$ cat src/rtl/alu_pkg.sv
// -----------------------------------------------------------------------------
// alu_pkg
// Shared definitions for the ALU slice: default datapath width, opcode
// encoding, flag bit positions inside the 4-bit {Z,C,N,V} flag vector and the
// control FSM state encoding.
// -----------------------------------------------------------------------------
package alu_pkg;

    // Default operand / result width
    localparam int unsigned ALU_WIDTH = 8;

    // Opcodes as seen on the 3-bit op port
    typedef enum logic [2:0] {
        OP_ADD = 3'b000,
        OP_SUB = 3'b001,
        OP_AND = 3'b010,
        OP_OR  = 3'b011,
        OP_XOR = 3'b100,
        OP_SHL = 3'b101,
        OP_SHR = 3'b110,
        OP_MUL = 3'b111
    } alu_op_e;

    // Bit positions within flags = {Z,C,N,V}
    localparam int unsigned FLAG_Z = 3;
    localparam int unsigned FLAG_C = 2;
    localparam int unsigned FLAG_N = 1;
    localparam int unsigned FLAG_V = 0;

    // Control FSM states
    typedef enum logic [1:0] {
        ST_IDLE = 2'd0,
        ST_MUL  = 2'd1,
        ST_DONE = 2'd2
    } alu_state_e;

endpackage : alu_pkg

$ cat src/rtl/alu_mul_iter.sv
// -----------------------------------------------------------------------------
// alu_mul_iter
// Iterative shift-add multiplier, one partial-product step per step_i cycle.
// The caller owns the iteration count; this block only holds the operands and
// the running 2*WIDTH-bit accumulator.
//
// Ports:
//   clk_i      clock, rising edge
//   rst_i      synchronous active-high reset, clears all state
//   load_i     capture a_i/b_i and clear the accumulator
//   step_i     perform one shift-add step
//   a_i, b_i   multiplicand / multiplier (sampled on load_i)
//   product_o  accumulator value including the step in progress
// -----------------------------------------------------------------------------
module alu_mul_iter
    import alu_pkg::*;
#(
    parameter int unsigned WIDTH = ALU_WIDTH
) (
    input  logic               clk_i,
    input  logic               rst_i,
    input  logic               load_i,
    input  logic               step_i,
    input  logic [WIDTH-1:0]   a_i,
    input  logic [WIDTH-1:0]   b_i,
    output logic [2*WIDTH-1:0] product_o
);

    logic [2*WIDTH-1:0] mcand_q;
    logic [2*WIDTH-1:0] acc_q;
    logic [2*WIDTH-1:0] acc_d;
    logic [WIDTH-1:0]   mplier_q;

    // product_o is the post-step value so the controller can capture the
    // complete product on the same edge that performs the final step.
    always_comb begin
        acc_d = acc_q;
        if (mplier_q[0]) begin
            acc_d = acc_q + mcand_q;
        end
    end

    assign product_o = acc_d;

    always_ff @(posedge clk_i) begin
        if (rst_i) begin
            mcand_q  <= '0;
            mplier_q <= '0;
            acc_q    <= '0;
        end else if (load_i) begin
            mcand_q  <= {{WIDTH{1'b0}}, a_i};
            mplier_q <= b_i;
            acc_q    <= '0;
        end else if (step_i) begin
            acc_q    <= acc_d;
            mcand_q  <= mcand_q << 1;
            mplier_q <= mplier_q >> 1;
        end
    end

endmodule : alu_mul_iter

$ cat src/rtl/alu_unit.sv
// -----------------------------------------------------------------------------
// alu_unit
// Accumulator-style ALU with a registered result and {Z,C,N,V} flags.
// Single-cycle ops complete on the accepting edge; MUL iterates WIDTH cycles
// through alu_mul_iter. The result reaches the bus only while OE is high.
//
// Ports:
//   CLK      clock, rising edge
//   RESET    synchronous active-high reset (wins over start)
//   acc_in   operand A
//   b_in     operand B
//   op       opcode (see alu_pkg::alu_op_e)
//   start    request; accepted in IDLE or DONE, ignored while multiplying
//   OE       output enable; ALU_out is zero when low
//   ALU_out  registered result gated by OE
//   busy     high while a MUL is iterating
//   done     one-cycle pulse when result and flags have been updated
//   flags    registered {Z,C,N,V}
// -----------------------------------------------------------------------------
module alu_unit
    import alu_pkg::*;
#(
    parameter int unsigned WIDTH = ALU_WIDTH
) (
    input  logic             CLK,
    input  logic             RESET,
    input  logic [WIDTH-1:0] acc_in,
    input  logic [WIDTH-1:0] b_in,
    input  logic [2:0]       op,
    input  logic             start,
    input  logic             OE,
    output logic [WIDTH-1:0] ALU_out,
    output logic             busy,
    output logic             done,
    output logic [3:0]       flags
);

    localparam int unsigned MSB   = WIDTH - 1;
    localparam int unsigned CNT_W = $clog2(WIDTH + 1);

    alu_state_e         state_q, state_d;
    logic [CNT_W-1:0]   cnt_q, cnt_d;
    logic [WIDTH-1:0]   result_q, result_d;
    logic [3:0]         flags_q, flags_d;

    alu_op_e            op_e;
    logic [WIDTH:0]     add_ext;
    logic [WIDTH:0]     sub_ext;
    logic [WIDTH-1:0]   alu_res;
    logic               alu_c;
    logic               alu_v;

    logic               mul_load;
    logic               mul_step;
    logic [2*WIDTH-1:0] mul_product;

    assign op_e = alu_op_e'(op);

    // ------------------------------------------------------------------
    // Single-cycle datapath, evaluated straight from the inputs so the
    // accepting edge both samples the operands and commits the result.
    // ------------------------------------------------------------------
    always_comb begin
        add_ext = {1'b0, acc_in} + {1'b0, b_in};
        sub_ext = {1'b0, acc_in} - {1'b0, b_in};
        alu_res = '0;
        alu_c   = 1'b0;
        alu_v   = 1'b0;
        case (op_e)
            OP_ADD: begin
                alu_res = add_ext[WIDTH-1:0];
                alu_c   = add_ext[WIDTH];
                alu_v   = (acc_in[MSB] == b_in[MSB]) && (alu_res[MSB] != acc_in[MSB]);
            end
            OP_SUB: begin
                alu_res = sub_ext[WIDTH-1:0];
                // Carry means "no borrow", i.e. A >= B unsigned
                alu_c   = ~sub_ext[WIDTH];
                alu_v   = (acc_in[MSB] != b_in[MSB]) && (alu_res[MSB] != acc_in[MSB]);
            end
            OP_AND: alu_res = acc_in & b_in;
            OP_OR:  alu_res = acc_in | b_in;
            OP_XOR: alu_res = acc_in ^ b_in;
            OP_SHL: begin
                alu_res = {acc_in[WIDTH-2:0], 1'b0};
                alu_c   = acc_in[MSB];
            end
            OP_SHR: begin
                alu_res = {1'b0, acc_in[WIDTH-1:1]};
                alu_c   = acc_in[0];
            end
            default: begin
                // MUL is handled by the iterative path
                alu_res = '0;
            end
        endcase
    end

    // ------------------------------------------------------------------
    // Control FSM: next state, iteration count, result/flag updates
    // ------------------------------------------------------------------
    always_comb begin
        state_d  = state_q;
        cnt_d    = cnt_q;
        result_d = result_q;
        flags_d  = flags_q;
        mul_load = 1'b0;
        mul_step = 1'b0;

        case (state_q)
            ST_IDLE, ST_DONE: begin
                state_d = ST_IDLE;
                if (start) begin
                    if (op_e == OP_MUL) begin
                        mul_load = 1'b1;
                        cnt_d    = CNT_W'(WIDTH);
                        state_d  = ST_MUL;
                    end else begin
                        result_d        = alu_res;
                        flags_d         = '0;
                        flags_d[FLAG_Z] = (alu_res == '0);
                        flags_d[FLAG_C] = alu_c;
                        flags_d[FLAG_N] = alu_res[MSB];
                        flags_d[FLAG_V] = alu_v;
                        state_d         = ST_DONE;
                    end
                end
            end

            ST_MUL: begin
                // start is deliberately ignored here
                mul_step = 1'b1;
                cnt_d    = cnt_q - CNT_W'(1);
                if (cnt_q == CNT_W'(1)) begin
                    result_d        = mul_product[WIDTH-1:0];
                    flags_d         = '0;
                    flags_d[FLAG_Z] = (mul_product[WIDTH-1:0] == '0);
                    flags_d[FLAG_C] = |mul_product[2*WIDTH-1:WIDTH];
                    flags_d[FLAG_N] = mul_product[MSB];
                    state_d         = ST_DONE;
                end
            end

            default: state_d = ST_IDLE;
        endcase
    end

    always_ff @(posedge CLK) begin
        if (RESET) begin
            state_q  <= ST_IDLE;
            cnt_q    <= '0;
            result_q <= '0;
            flags_q  <= '0;
        end else begin
            state_q  <= state_d;
            cnt_q    <= cnt_d;
            result_q <= result_d;
            flags_q  <= flags_d;
        end
    end

    alu_mul_iter #(
        .WIDTH (WIDTH)
    ) u_mul (
        .clk_i     (CLK),
        .rst_i     (RESET),
        .load_i    (mul_load),
        .step_i    (mul_step),
        .a_i       (acc_in),
        .b_i       (b_in),
        .product_o (mul_product)
    );

    assign ALU_out = OE ? result_q : '0;
    assign busy    = (state_q == ST_MUL);
    assign done    = (state_q == ST_DONE);
    assign flags   = flags_q;

endmodule : alu_unit

$ cat config.mk
export PLATFORM = sky130hd
export DESIGN_NAME = alu_unit
export DESIGN_NICKNAME = d
export VERILOG_FILES = /design/src/rtl/alu_pkg.sv /design/src/rtl/alu_mul_iter.sv /design/src/rtl/alu_unit.sv
export SDC_FILE = /design/constraint.sdc
export NUM_CORES = 1
export LEC_CHECK = 0
export CORE_ASPECT_RATIO = 0.5
export CORE_MARGIN = 10
export CORE_UTILIZATION = 38
export DETAILED_ROUTE_END_ITERATION = 10
export PLACE_DENSITY_LB_ADDON = 0.2
export SKIP_LAST_GASP = 1
export SYNTH_ARGS = -nofsm -noshare
export SYNTH_HDL_FRONTEND = slang
export SYNTH_SLANG_ARGS = --single-unit
$ cat constraint.sdc
create_clock -name CLK -period 2.6 [get_ports CLK]
set_clock_uncertainty 0.1 [all_clocks]
set_input_delay 0.52 -clock CLK [delete_from_list [all_inputs] [get_ports CLK]]
set_output_delay 0.52 -clock CLK [all_outputs]
set_load 0.01 [all_outputs]
==> impl_metrics.toml <==
[global_routing]
grt_pass1_vias = 4495
grt_usage = 0.163
gr-total-overflow = 0
grt_max_degree = 30
grt_pass1_wl_um = 23000
antenna_found_initial = 0

[placed_design]
dp.cells = 865
place_congestion = 0.916
dp_hpwl_um = 10800
place_area_um2 = 5670
pre_cts_ws_ps = -780
port_buffers = 36

[timing]
fmax_mhz = 382
slew_violations = 0
hold_viol = 0
worst_slack_ps = -20.2
period_share = 1.01
period_minus_slack_ps = 2620
setup_violations = 2
worst_slew_margin_rel = 0.387
grt_setup_unrepaired = "yes"
tightest_slew_ps = 916

[worst_setup_path]
reg2reg_slack_ps = -20
rr_endpoint = "flags[2]$_SDFFE_PP0P_"
reg2reg_from = "u_mul.mcand_q[0]$_SDFFE_PP0P_"
cp.arrival_ps = 2770
end_kind = "flop"
startpoint = "u_mul.mcand_q[0]$_SDFFE_PP0P_"
worstPathRequired_ps = 2750
reg2reg_depth = 13
critical_path.startpoint_type = "flop"
worstSetupPathType = "reg2reg"
critPathMaxFanout = 3

[power]
p_per_area_nw_per_um2 = 444
peakVddDrop_uv = 238
leakagePower_nw = 2.65

[floorplan]
dieArea_um2 = 16900
fp.dieH_um = 96.9
placementRows = 27
start_util = 0.399
ios = 37
core_area_um2 = 11300
die_w_um = 174

[cells_and_area]
syn_to_final_growth_pct = 40.7
fillCellCount = 1099
layout.nets = 793
multiInputGateArea_um2 = 3370
num_antenna_cells = 0
fin_util = 0.561
fin_area_um2 = 6330
regArea_um2 = 1140
drive_gt1_frac = 0.254
layout.cells.non_filler = 890

[routing]
vias = 4738
wl_um = 14200
drt_iter0_markers = 344
drtPass1Iterations = 5
drc = 0
vias_per_cell = 5.32
wl_per_cell_um = 15.9
ant_nets = 0

[yosys]
synth_ff_type = "dfxtp_1"
synthCells = 604
synth_edf_count = 0
synth_seq_area_share = 0.254
syn_avg_cell_area_um2 = 7.45
synthArstFlopShare = 0
synth.ff_latch_count = 57
ys.warnings.count = 0
syn_area_um2 = 4500
synth_nets = 671
synth_cell_types = 69

[outcome]
status = "complete, but fails checks"
failed_checks = "negative setup slack"

[worst_hold_path]
hold_depth = 2
hp-class = "reg2reg"
whs_endpoint = "result_q[2]$_SDFFE_PP0P_"
worstHoldStart = "result_q[2]$_SDFFE_PP0P_"

[run]
max-cap-violations = 0

[cts]
cts_tree = "built"
ctsRootBufferMaster = "clkbuf_16"
ctsHtreeMaxLevel = 3
clkTransAtPathRegs_ps = 50
clk_latency_ps = 330
clock-sinks = 57
cts_buffer_depth = 2
cts_buffers = 9
[per-stage QoR]
stage	TNS (ps)	total power [mW]	hold slack, ps
4_1_cts	-37.6	2.80	354
3_5_place_dp	-5450	1.54	347
2_1_floorplan	-26.9	1.27	327
6_report	-36.2	2.81	354
5_1_grt	-504	2.93	372
3_3_place_gp	-4950	1.54	342
[final cells by class]
cell class | instances | area share
well taps | 159 | 0.0314
repair buffers | 145 | 0.187
clock buffers | 11 | 0.0399
clock inverters | 5 | 0.00850
flip-flops and latches | 57 | 0.181
multi-input cells | 478 | 0.532
inverters | 35 | 0.0207
[synth_stat cells (all sizes together) (2+ instances only)]
library cell | number | area [um2]
o21bai | 2 | 15.0
xnor2 | 12 | 105
a211oi | 10 | 75.1
fa | 3 | 60.1
nand4 | 5 | 31.3
or2 | 3 | 18.8
a21o | 9 | 67.6
o21a | 3 | 22.5
ha | 41 | 513
nand4b | 2 | 17.5
buf | 10 | 57.6
nor2b | 9 | 56.3
a31oi | 8 | 56.3
nor3b | 3 | 27.5
dfxtp | 57 | 1140
or3 | 6 | 37.5
mux2i | 12 | 120
or4 | 2 | 15.0
and2 | 13 | 81.3
nand2b | 5 | 31.3
nor4 | 2 | 18.8
a2111oi | 4 | 35.0
nand3 | 11 | 55.1
a21oi | 57 | 289
a221oi | 2 | 17.5
clkbuf | 24 | 90.1
o21ai | 21 | 109
xor2 | 6 | 52.6
inv | 35 | 131
nand2 | 85 | 319
a311oi | 9 | 78.8
o31a | 2 | 17.5
o2111ai | 3 | 26.3
nor3 | 15 | 75.1
o311ai | 2 | 17.5
o211ai | 8 | 60.1
a22oi | 9 | 67.6
o221ai | 2 | 17.5
nor2 | 69 | 259
o22ai | 4 | 25.0
[kinds of logic after synthesis]
| group | synth area share |
|---|---|
| buffers and inverters | 0.0620 |
| AND/OR/NAND/NOR | 0.239 |
| XOR/XNOR | 0.0350 |
| adder cells (fa/ha/maj) | 0.127 |
| multiplexers | 0.0342 |
| flip-flops | 0.254 |
| AO/OA/AOI/OAI | 0.249 |
[flip-flops by register name, summed over array words and instances (netlist names)]
name	cells
u_mul.acc_q	16
u_mul.mcand_q	16
u_mul.mplier_q	8
result_q	7
cnt_q	4
flags	4
state_q	2
[worst max-delay path, stage by stage (launching register included)]
cell,delay (ps)
dfxtp_2,340
ha_4,170
inv_2,50
fa_2,190
and2b_1,190
o2111a_2,270
o31a_1,320
buf_6,150
a31oi_4,160
nand4_1,130
nand2_2,120
nor3_2,60
buf_4,150
a31oi_1,150
[power by group]
part | internal [mW] | switching, mW
registers | 0.903 | 0.0217
clock network | 0.790 | 0.425
logic | 0.333 | 0.339
total | 2.03 | 0.786
[per-layer routing]
metal | part of all wire | vias to the layer above | global-route usage
met3 | 0.040 | 12 | 0.0317
met2 | 0.46 | 89 | 0.269
met4 | 0.0090 | 0 | 0.0369
met5 | 0 | - | 0
met1 | 0.49 | 2245 | 0.215
li1 | - | 2392 | -
[what timing repair did]
action	in CTS	in global routing
gates resized for setup	68	23
hold buffers	0	0
pin swaps	20	16
hold endpoints to repair	0	0
setup buffers	7	2
endpoints found under the setup margin	11	11
[cell usage in the layout, fill, tap and decap left out, types with 6 or more instances in the layout]
cell,count
buf_4,105
nand2_1,84
nor2_1,68
dfxtp_1,55
a21oi_1,54
ha_1,32
inv_1,27
clkdlybuf4s50_1,26
o21ai_0,17
and2_1,13
nor3_1,12
mux2i_1,12
xnor2_1,11
nand3_1,11
a211oi_1,10
nor2b_1,9
a21o_1,9
a311oi_1,9
clkbuf_16,9
inv_2,8
a22oi_1,8
o211ai_1,8
ha_4,7
xor2_1,6
dlygate4sd2_1,6
[worst max path at each step]
stage	end	slack [ps]	cells past startpoint
floorplan	flags[3]$_SDFFE_PP0P_	-30	11
global placement	flags[3]$_SDFFE_PP0P_	-690	12
detailed placement	flags[3]$_SDFFE_PP0P_	-780	12
CTS	flags[3]$_SDFFE_PP0P_	-40	11
global route	flags[2]$_SDFFE_PP0P_	-160	13
finish	flags[2]$_SDFFE_PP0P_	-20	13
Note: power is estimated with default switching activity, not from simulation.
